### src/rtl/mp_add_pkg.sv
// Shared types and constants for the multi-precision add sequencer.
// Holds the FSM state encoding, byte width and default operand size.
package mp_add_pkg;

  localparam int MP_BYTE_W     = 8;
  localparam int MP_NBYTES_DEF = 4;

  typedef enum logic [1:0] {
    IDLE = 2'd0,
    RUN  = 2'd1,
    DONE = 2'd2
  } state_e;

endpackage

### src/rtl/mp_add_if.sv
// Operand/result handshake bundle for mp_add_seq.
// master = producer/consumer side, slave = sequencer side.
interface mp_add_if
  import mp_add_pkg::*;
#(
  parameter int NBYTES = MP_NBYTES_DEF
);

  localparam int W = MP_BYTE_W * NBYTES;

  logic         in_valid;
  logic         in_ready;
  logic [W-1:0] a;
  logic [W-1:0] b;
  logic         cin;
  logic         out_valid;
  logic         out_ready;
  logic [W-1:0] sum;
  logic         cout;

  modport master (
    output in_valid, a, b, cin, out_ready,
    input  in_ready, out_valid, sum, cout
  );

  modport slave (
    input  in_valid, a, b, cin, out_ready,
    output in_ready, out_valid, sum, cout
  );

endinterface

### src/rtl/adder_8bit.sv
// 8-bit ripple adder slice with carry in/out.
// Ports: x, y, carry_in -> sum, final_carry_out.
module adder_8bit (
  output logic [7:0] sum,
  output logic       final_carry_out,
  input  logic       carry_in,
  input  logic [7:0] x,
  input  logic [7:0] y
);

  assign {final_carry_out, sum} =
    {1'b0, x} + {1'b0, y} + {8'd0, carry_in};

endmodule

### src/rtl/mp_add_seq.sv
// Wide adder that reuses one adder_8bit over NBYTES cycles, LSB first.
// Ports: clk, rst (sync, active-high), bus (slave handshake), busy.
module mp_add_seq
  import mp_add_pkg::*;
#(
  parameter int NBYTES = MP_NBYTES_DEF
) (
  input  logic     clk,
  input  logic     rst,
  mp_add_if.slave  bus,
  output logic     busy
);

  localparam int W     = MP_BYTE_W * NBYTES;
  localparam int IDX_W = (NBYTES > 1) ? $clog2(NBYTES) : 1;
  localparam logic [IDX_W-1:0] LAST = IDX_W'(NBYTES - 1);

  state_e state_q, state_d;

  logic [W-1:0]     a_q, b_q, sum_q;
  logic             c_q, cout_q;
  logic [IDX_W-1:0] idx_q;

  logic [7:0]       add_x, add_y, add_s;
  logic             add_co;
  logic [IDX_W+2:0] off;
  logic             accept, last;

  assign accept = (state_q == IDLE) && bus.in_valid;
  assign last   = (idx_q == LAST);
  assign off    = {idx_q, 3'b000};
  assign add_x  = a_q[off +: MP_BYTE_W];
  assign add_y  = b_q[off +: MP_BYTE_W];

  adder_8bit u_add (
    .sum             (add_s),
    .final_carry_out (add_co),
    .carry_in        (c_q),
    .x               (add_x),
    .y               (add_y)
  );

  always_ff @(posedge clk) begin
    if (rst) state_q <= IDLE;
    else     state_q <= state_d;
  end

  always_comb begin
    state_d = state_q;
    unique case (state_q)
      IDLE:    if (bus.in_valid) state_d = RUN;
      RUN:     if (last) state_d = DONE;
      DONE:    if (bus.out_ready) state_d = IDLE;
      default: state_d = IDLE;
    endcase
  end

  always_comb begin
    bus.in_ready  = (state_q == IDLE);
    bus.out_valid = (state_q == DONE);
    busy          = (state_q != IDLE);
  end

  always_ff @(posedge clk) begin
    if (rst) begin
      a_q    <= '0;
      b_q    <= '0;
      sum_q  <= '0;
      c_q    <= 1'b0;
      cout_q <= 1'b0;
      idx_q  <= '0;
    end else if (accept) begin
      a_q   <= bus.a;
      b_q   <= bus.b;
      c_q   <= bus.cin;
      idx_q <= '0;
    end else if (state_q == RUN) begin
      sum_q[off +: MP_BYTE_W] <= add_s;
      c_q   <= add_co;
      idx_q <= idx_q + 1'b1;
      if (last) cout_q <= add_co;
    end
  end

  assign bus.sum  = sum_q;
  assign bus.cout = cout_q;

endmodule

### src/flat_wrapper.sv
// flat-port wrapper written by rule: the top's interface ports become plain ports
module mp_add_seq_flat import mp_add_pkg::*;
#(
  parameter int NBYTES = MP_NBYTES_DEF
)
  (clk, rst, busy, bus_in_valid, bus_a, bus_b, bus_cin, bus_out_ready, bus_in_ready, bus_out_valid, bus_sum, bus_cout);
  mp_add_if #(.NBYTES(NBYTES)) bus_i ();
  input  logic clk;
  input  logic rst;
  output logic busy;
  input wire logic [$bits(bus_i.in_valid)-1:0] bus_in_valid;
  input wire logic [$bits(bus_i.a)-1:0] bus_a;
  input wire logic [$bits(bus_i.b)-1:0] bus_b;
  input wire logic [$bits(bus_i.cin)-1:0] bus_cin;
  input wire logic [$bits(bus_i.out_ready)-1:0] bus_out_ready;
  output wire logic [$bits(bus_i.in_ready)-1:0] bus_in_ready;
  output wire logic [$bits(bus_i.out_valid)-1:0] bus_out_valid;
  output wire logic [$bits(bus_i.sum)-1:0] bus_sum;
  output wire logic [$bits(bus_i.cout)-1:0] bus_cout;
  assign bus_i.in_valid = bus_in_valid;
  assign bus_i.a = bus_a;
  assign bus_i.b = bus_b;
  assign bus_i.cin = bus_cin;
  assign bus_i.out_ready = bus_out_ready;
  assign bus_in_ready = bus_i.in_ready;
  assign bus_out_valid = bus_i.out_valid;
  assign bus_sum = bus_i.sum;
  assign bus_cout = bus_i.cout;
  mp_add_seq #(.NBYTES(NBYTES)) u_core (.clk(clk), .rst(rst), .bus(bus_i), .busy(busy));
endmodule
### config.mk
export PLATFORM = sky130hd
export DESIGN_NAME = mp_add_seq_flat
export DESIGN_NICKNAME = d
export VERILOG_FILES = /design/src/rtl/mp_add_pkg.sv /design/src/rtl/mp_add_if.sv /design/src/rtl/adder_8bit.sv /design/src/rtl/mp_add_seq.sv /design/src/flat_wrapper.sv
export SDC_FILE = /design/constraint.sdc
export NUM_CORES = 1
export LEC_CHECK = 0
export BUFFER_PORTS_ARGS = -buffer_cell sky130_fd_sc_hd__buf_2
export CAP_MARGIN = 20
export CELL_PAD_IN_SITES_DETAIL_PLACEMENT = 0
export CELL_PAD_IN_SITES_GLOBAL_PLACEMENT = 2
export CORE_ASPECT_RATIO = 0.6
export CORE_MARGIN = 8
export CORE_UTILIZATION = 28
export DETAILED_ROUTE_END_ITERATION = 10
export GPL_TIMING_DRIVEN = 0
export PLACE_DENSITY_LB_ADDON = 0.1
export SYNTH_ARGS = -nofsm -noshare
export SYNTH_HDL_FRONTEND = slang
export SYNTH_SLANG_ARGS = --single-unit
### constraint.sdc
create_clock -name clk -period 3.4 [get_ports clk]
set_clock_uncertainty 0.1 [all_clocks]
set_input_delay 0.68 -clock clk [delete_from_list [all_inputs] [get_ports clk]]
set_output_delay 0.68 -clock clk [all_outputs]
set_load 0.005 [all_outputs]
-- Word level (Yosys, flattened, before mapping)
Index checks and enable logic that the tools add are counted.
- register bits after elaboration: 102
- word-level logic and storage cells: 37
- output and inout bits: 36
- input bits: 69
- muxes and demuxes: 7
- bitwise logic cells: 1
- add/sub/neg operators: 4
- reductions and logical operators: 8
- shifts and indexed selects: 4
- equal/unequal tests: 6
- operator list (kind ; count):
    $shiftx A32 B6 Y8 ; 2
    $bwmux W32 ; 1
    $shift A8 B7 Y32 const A ; 1
    $shiftx A8 B7 Y32 ; 1
    $add A8 B8 Y9 ; 1
    $add A9 B1 Y9 ; 1
    $neg A5 Y7 ; 1
    $mux W2 ; 3
    $pmux W2 S3 ; 1
    $reduce_and A3 Y1 ; 2
    $eq A2 B2 Y1 const B ; 2
    $ne A2 B2 Y1 const B ; 2
    $reduce_bool A2 Y1 ; 2
    $add A2 B1 Y2 const B ; 1
    $eq A2 B1 Y1 const B ; 1
    $logic_not A2 Y1 ; 1
    $mux W1 ; 2
    $ne A2 B1 Y1 const B ; 1
    $reduce_and A2 Y1 ; 1
    $reduce_or A2 Y1 ; 1
    $logic_and A1 B1 Y1 ; 1
    $not A1 Y1 ; 1

-- Logic depth before layout (Yosys ltp)
- depth in word-level cells: 5
- gate-level depth with buffers: 9
- depth with buffers taken out: 8

-- Cells and area by module
A second synthesis with hierarchy kept.
- cell total of the unflattened synthesis: 494
- area, all modules: 4444.3 um^2
- by module, submodules not included (module ; sequential area each (um^2) ; area each (um^2) ; cells an instance ; times used):
    mp_add_seq ; 2042.0 ; 4112.7 ; 454 ; 1
    adder_8bit ; 0.0 ; 331.6 ; 40 ; 1

-- Worst setup path before layout
OpenSTA, ideal clock, no wires.
- kind: register to register
- start point: reg u_core.idx_q[0]
- end point: reg u_core.c_q
- buffers on the path: 1
- required time: 3.169 ns
- period minus slack after synthesis: 3.232 ns
- stages on the path, launching flop included: 10
- setup slack: 0.168 ns
- setup time: 0.131 ns
- arrival: 3.001 ns
- path through: dfxtp_1 buf_2 mux4_2 fa_1 fa_1 a21o_1 a221oi_1 o21ai_1 nor3b_1 a211oi_1
- longest elaborated chain between the ends: 5
- elaborated cells on any way between the ends: 6
- classes of those cells: add/sub (2); shift (2); mux (2)
- RTL lines (item ; RTL line ; RTL):
    from (decl) ; mp_add_seq.sv:22 ; logic [IDX_W-1:0] idx_q;
    from (signal assigned) ; mp_add_seq.sv:80 ; idx_q <= idx_q + 1'b1;
    $shiftx A32 B6 Y8, on equally long branches ; mp_add_seq.sv:32, mp_add_seq.sv:33 ;
    $add A8 B8 Y9 * ; adder_8bit.sv:12 ; {1'b0, x} + {1'b0, y} + {8'd0, carry_in};
    $add A9 B1 Y9 * ; adder_8bit.sv:12 ;
    $mux W1 * ; mp_add_seq.sv:77 ; end else if (state_q == RUN) begin
    $mux W1 * ; mp_add_seq.sv:72 ; end else if (accept) begin
    to (signal assigned) ; mp_add_seq.sv:75 ; c_q <= bus.cin;
    to (signal assigned) ; mp_add_seq.sv:79 ; c_q <= add_co;
    to (decl) ; mp_add_seq.sv:21 ; logic c_q, cout_q;
Mark *: on every way between the ends. The rest lies on a longest branch, timed or not. The select of a mux whose other input is x is not followed.
A chain may end at the register's enable or synchronous reset.

-- Worst setup path in the final report
Same ends and word-level chain as after synthesis.

==> results.env <==
OUTCOME='finished clean'
WORST_SETUP_HOLD_PATH_CLK_SLEW_NS=0.07
PERIOD_NEEDED_NS=3.252
GRTUSAGEMET2=0.2093
LAYOUT-DRIVE-GT1-SHARE=0.2604
YOSYS.AREA.TOP_TYPE_SHARE=0.4694
CTS.SINK_COUNT=102
FINALMAXSLEWVIOLATIONS=0
SYNTH_TOP_CELLS_BY_COUNT='nand2_1 (133), dfxtp_1 (102), a21oi_1 (71)'
GRT_FIRST_PASS_WIRELENGTH_UM=22630
FINAL_WEIGHTED_CONGESTION_OF_ROUTABILITY_DRIVEN_GLOBAL_PLACEMENT=0.7796
ROUTED_WL_UM=14360
PLACEMENT_STAGE_WORST_SETUP_SLACK_NS=-0.5094
FINAL_NETS=683
BIGGEST_FANOUT_ALONG_THE_WORST_TIMING_PATH=10
R2R_SLACK_NS=0.15
CP_CELL_SEQUENCE='buf_8 > mux4_2 > fa_2 > fa_1 > a21o_1 > a221oi_4 > o21ai_2 > nor3b_1 > a211oi_1'
LEAKAGE_nW=2.249
GR-USAGE-ALL-LAYERS=0.1471
WORSTSETUPSTARTPOINTTYPE='flip-flop'
POST-CTS-SETUP-BUFFERS=0
FINALCRITPERIODSHARE=0.9565
WORST_HOLD_PATH.NUM_CELLS=2
LEADING_CELL_TYPE_BY_NUMBER_OF_INSTANCES_AFTER_SYNTHESIS='nand2_1'
CRITICAL_PATH.REG2REG.STARTPOINT='u_core.idx_q[0]$_SDFFE_PP0P_'
WORST_EP_REQUIRED_TIME_NS=3.51
P_SWITCHING_mW=0.7142
NETLIST_AREA_UM2=4350
HOLD_VIOL_FINAL=0
FIN_WS_NS=0.1479
ROUTE.DETAILED.WL_PER_INST_UM=17.82
CELL_INTERNAL_PWR_mW=1.960
FIRST_GLOBAL_VIAS=3991
WORST-PATH-BUF-INV=1
SYNTH_AREA_LEADERS='dfxtp_1 (47%), nand2_1 (11%), mux4_2 (8.3%)'
FINALSETUPVIOLCOUNT=0
DPL.HPWL_UM=11160
DIE-AREA_UM2=19910
TIMING.MAX_SLEW.REL_SLACK=0.5784
DETAIL_ROUTE.DRC_VIOLATIONS=0
POWER.DENSITY_nW_PER_UM2=489.0
CORE.ROWCOUNT=35
SYN-NUM-NETS=568
DR.FIRST_ITER.DRC_COUNT=163
GRT_USE_MET1=0.2171
MAX-CLOCK-PATH-BUFFERS=2
CP_SLOWEST_CELL='mux4_2'
CHIPWIDTH_UM=176.9
FP.DIEH_UM=112.6
NUMBER_OF_ANTENNA_VIOLATIONS_AT_THE_FIRST_CHECK_IN_GLOBAL_ROUTING=0
COUNT_OF_ANTENNA_VIOLATING_NETS_LEFT_AFTER_DETAILED_ROUTING=0
REG2REG_DEPTH=9
FINAL_GLOBAL_ROUTE_OVERFLOW_TOTAL=0
CTS_ROOT_BUFFER='clkbuf_16'
COMBPWRFRAC=0.138
POSTSYNTHAREAPERCELL_UM2=8.988
POST_DP_CELL_AREA_UM2=5125
SYNTH_SEQ_AREA_SHARE=0.4694
CLKPWRFRAC=0.385
SYNTH_EDF_COUNT=0
YOSYS_WARNINGS=0
GLOBALROUTE.BUSIESTLAYER='met1'
LAYOUT.CORE_UTILIZATION=0.3578
CTSHOLDBUFFERS=0
SYNTH-SEQ-CELLS=102
END_OF_THE_WORST_HOLD_PATH='u_core.a_q[1]$_SDFFE_PP0P_'
LAYOUT-AREA-OVERHEAD-VS-SYNTH_PCT=25.71
N_ANTENNA_CELL=0
RSZ_0062_RAISED_AFTER_GLOBAL_ROUTING='false'
VIAS=3801
SYNTH-MAIN-FF-CELL='dfxtp_1'
MIN-DELAY-PATH-CLASS='reg2reg'
DETAILEDROUTE.FIRSTPASSITERATIONCOUNT=4
SYN_INST=484
GRT_MAX_DEGREE=17
CPPEAKSTAGEDELAY_NS=0.57
TIMING_WORST_SETUP_PATH_TYPE='reg2reg'
REG_POWER_FRAC=0.477
FMAX_MHz=307.5
FILLER_CELL_COUNT=1621
RR_ENDPOINT='u_core.c_q$_SDFFE_PP0P_'
WORST_MARGIN_PIN_SLEW_NS=0.6324
CP-END-KIND='flip-flop'
DESIGN.CORE.AREA_UM2=15280
PATH_DELAY_FAMILY='adder cells'
IO_BUFFER_COUNT=104
MAXCAPVIOLATIONS=0
ASYNC_FLOP_SHARE=0
SWITCHING_SHARE=0.2670
HOLDCRITSTARTPOINT='u_core.a_q[1]$_SDFFE_PP0P_'
SYNTH_LARGEST_AREA_CELL='dfxtp_1'
GROUTE.LAYER.MET3.USAGE=0.03755
DRT-VIAS-PER-INSTANCE=4.716
IO_PINS=105
CTS_INSERTED_BUFFERS=9
SYNTH_CELL_TYPES=35
CLOCK_LATENCY_NS=0.34
HTREE_NUM_LEVELS=3
HOLDWS_NS=0.3527
INITIAL_UTILIZATION=0.2846
IR_DROP_uV=203.9
CTS_TREE='built'
POST-ROUTE-CELL-AREA_UM2=5469
ARRIVAL_NS=3.36
==> tightest hold or removal path, stage by stage, from the launching register on <==
cell and delay, ns:
dfxtp_1 0.31, nand2_1 0.05, a21oi_1 0.05
==> state kept, by name, summed over array words and instances (netlist names) <==
name and flops:
u_core.bus.sum 32, u_core.a_q 32, u_core.idx_q 2, u_core.bus.cout 1
u_core.c_q 1, u_core.state_q 2, u_core.b_q 32
==> timing repair <==
action | 4_1_cts | 5_1_grt
pin swaps | 0 | 1
endpoints found under the setup margin | 14 | 6
resized for setup | 11 | 2
==> layout by cell type, fill, tap and decap left out, types with 3 or more instances in the layout <==
| cell type | Yosys | final |
|---|---|---|
| dfxtp_1 | 102 | 101 |
| nand3b_1 | 5 | 5 |
| nor3_1 | 4 | 3 |
| o21ai_1 | 5 | 4 |
| mux4_2 | 16 | 16 |
| a21oi_1 | 71 | 71 |
| buf_2 | 5 | 108 |
| nand2b_1 | 5 | 5 |
| nand2_2 | 3 | 3 |
| nor2_1 | 33 | 33 |
| clkbuf_16 | 0 | 9 |
| xnor2_1 | 4 | 3 |
| o21ai_0 | 3 | 3 |
| ha_1 | 13 | 13 |
| clkbuf_1 | 23 | 22 |
| inv_1 | 4 | 4 |
| nor4_4 | 3 | 3 |
| a21o_1 | 3 | 3 |
| a22oi_1 | 28 | 28 |
| nand2_1 | 133 | 133 |
==> power groups by stage <==
stage | Combinational [mW] | Sequential (mW) | Clock (mW)
after detailed placement | 0.363 | 1.30 | 0
after CTS | 0.373 | 1.28 | 1.06
final | 0.368 | 1.28 | 1.03
after global routing | 0.412 | 1.28 | 1.12
after global placement | 0.359 | 1.30 | 0
after floorplan | 0.225 | 1.29 | 0
==> how the worst max path moves through the flow <==
stage / slack [ns] / to / depth (start not counted) / start
floorplan: 0.17 / u_core.c_q$_SDFFE_PP0P_ / 9 / u_core.idx_q[0]$_SDFFE_PP0P_
global placement: -0.48 / u_core.bus.sum[7]$_SDFFE_PP0P_ / 9 / u_core.idx_q[1]$_SDFFE_PP0P_
detailed placement: -0.51 / u_core.bus.sum[7]$_SDFFE_PP0P_ / 9 / u_core.idx_q[1]$_SDFFE_PP0P_
CTS: 0.08 / u_core.c_q$_SDFFE_PP0P_ / 9 / u_core.idx_q[0]$_SDFFE_PP0P_
global route: 0.004 / u_core.c_q$_SDFFE_PP0P_ / 9 / u_core.idx_q[0]$_SDFFE_PP0P_
finish: 0.15 / u_core.c_q$_SDFFE_PP0P_ / 9 / u_core.idx_q[0]$_SDFFE_PP0P_
==> per-layer routing <==
metal  vias to the layer above  routed length [um]  part of all wire
met3                         8                 911             0.063
met1                      1809                7381              0.51
met2                        86                5961              0.42
met5                         -                   0                 0
met4                         0                 107            0.0075
li1                       1898                   -                 -
==> per-stage QoR <==
stage / instances / TNS (ns) / power, mW
floorplan: 484 / 0 / 1.518
global placement: 791 / -4.087 / 1.662
detailed placement: 791 / -4.284 / 1.667
CTS: 806 / 0 / 2.712
global route: 806 / 0 / 2.814
finish: 806 / 0 / 2.674
==> logic make-up after synthesis <==
group           after synthesis  share of synthesized area
flops                       102                     0.4694
xor+xnor                      6                    0.01208
fa+ha+maj                    15                    0.04659
simple gates                194                     0.2005
buf+inv                      35                    0.03336
mux                          16                    0.08283
compound gates              116                     0.1553
==> final cells by class <==
cell class	count	area, um2	share of cell area
Timing Repair Buffer	104	520.5	0.09517
Multi-Input combinational cell	347	2206	0.4033
Tap cell	203	254.0	0.04644
Inverter	4	15.01	0.002745
Clock inverter	5	58.81	0.01075
Clock buffer	10	229.0	0.04187
Buffer	31	142.6	0.02608
Sequential cell	102	2043	0.3736
(Power assumes the default switching activity.)
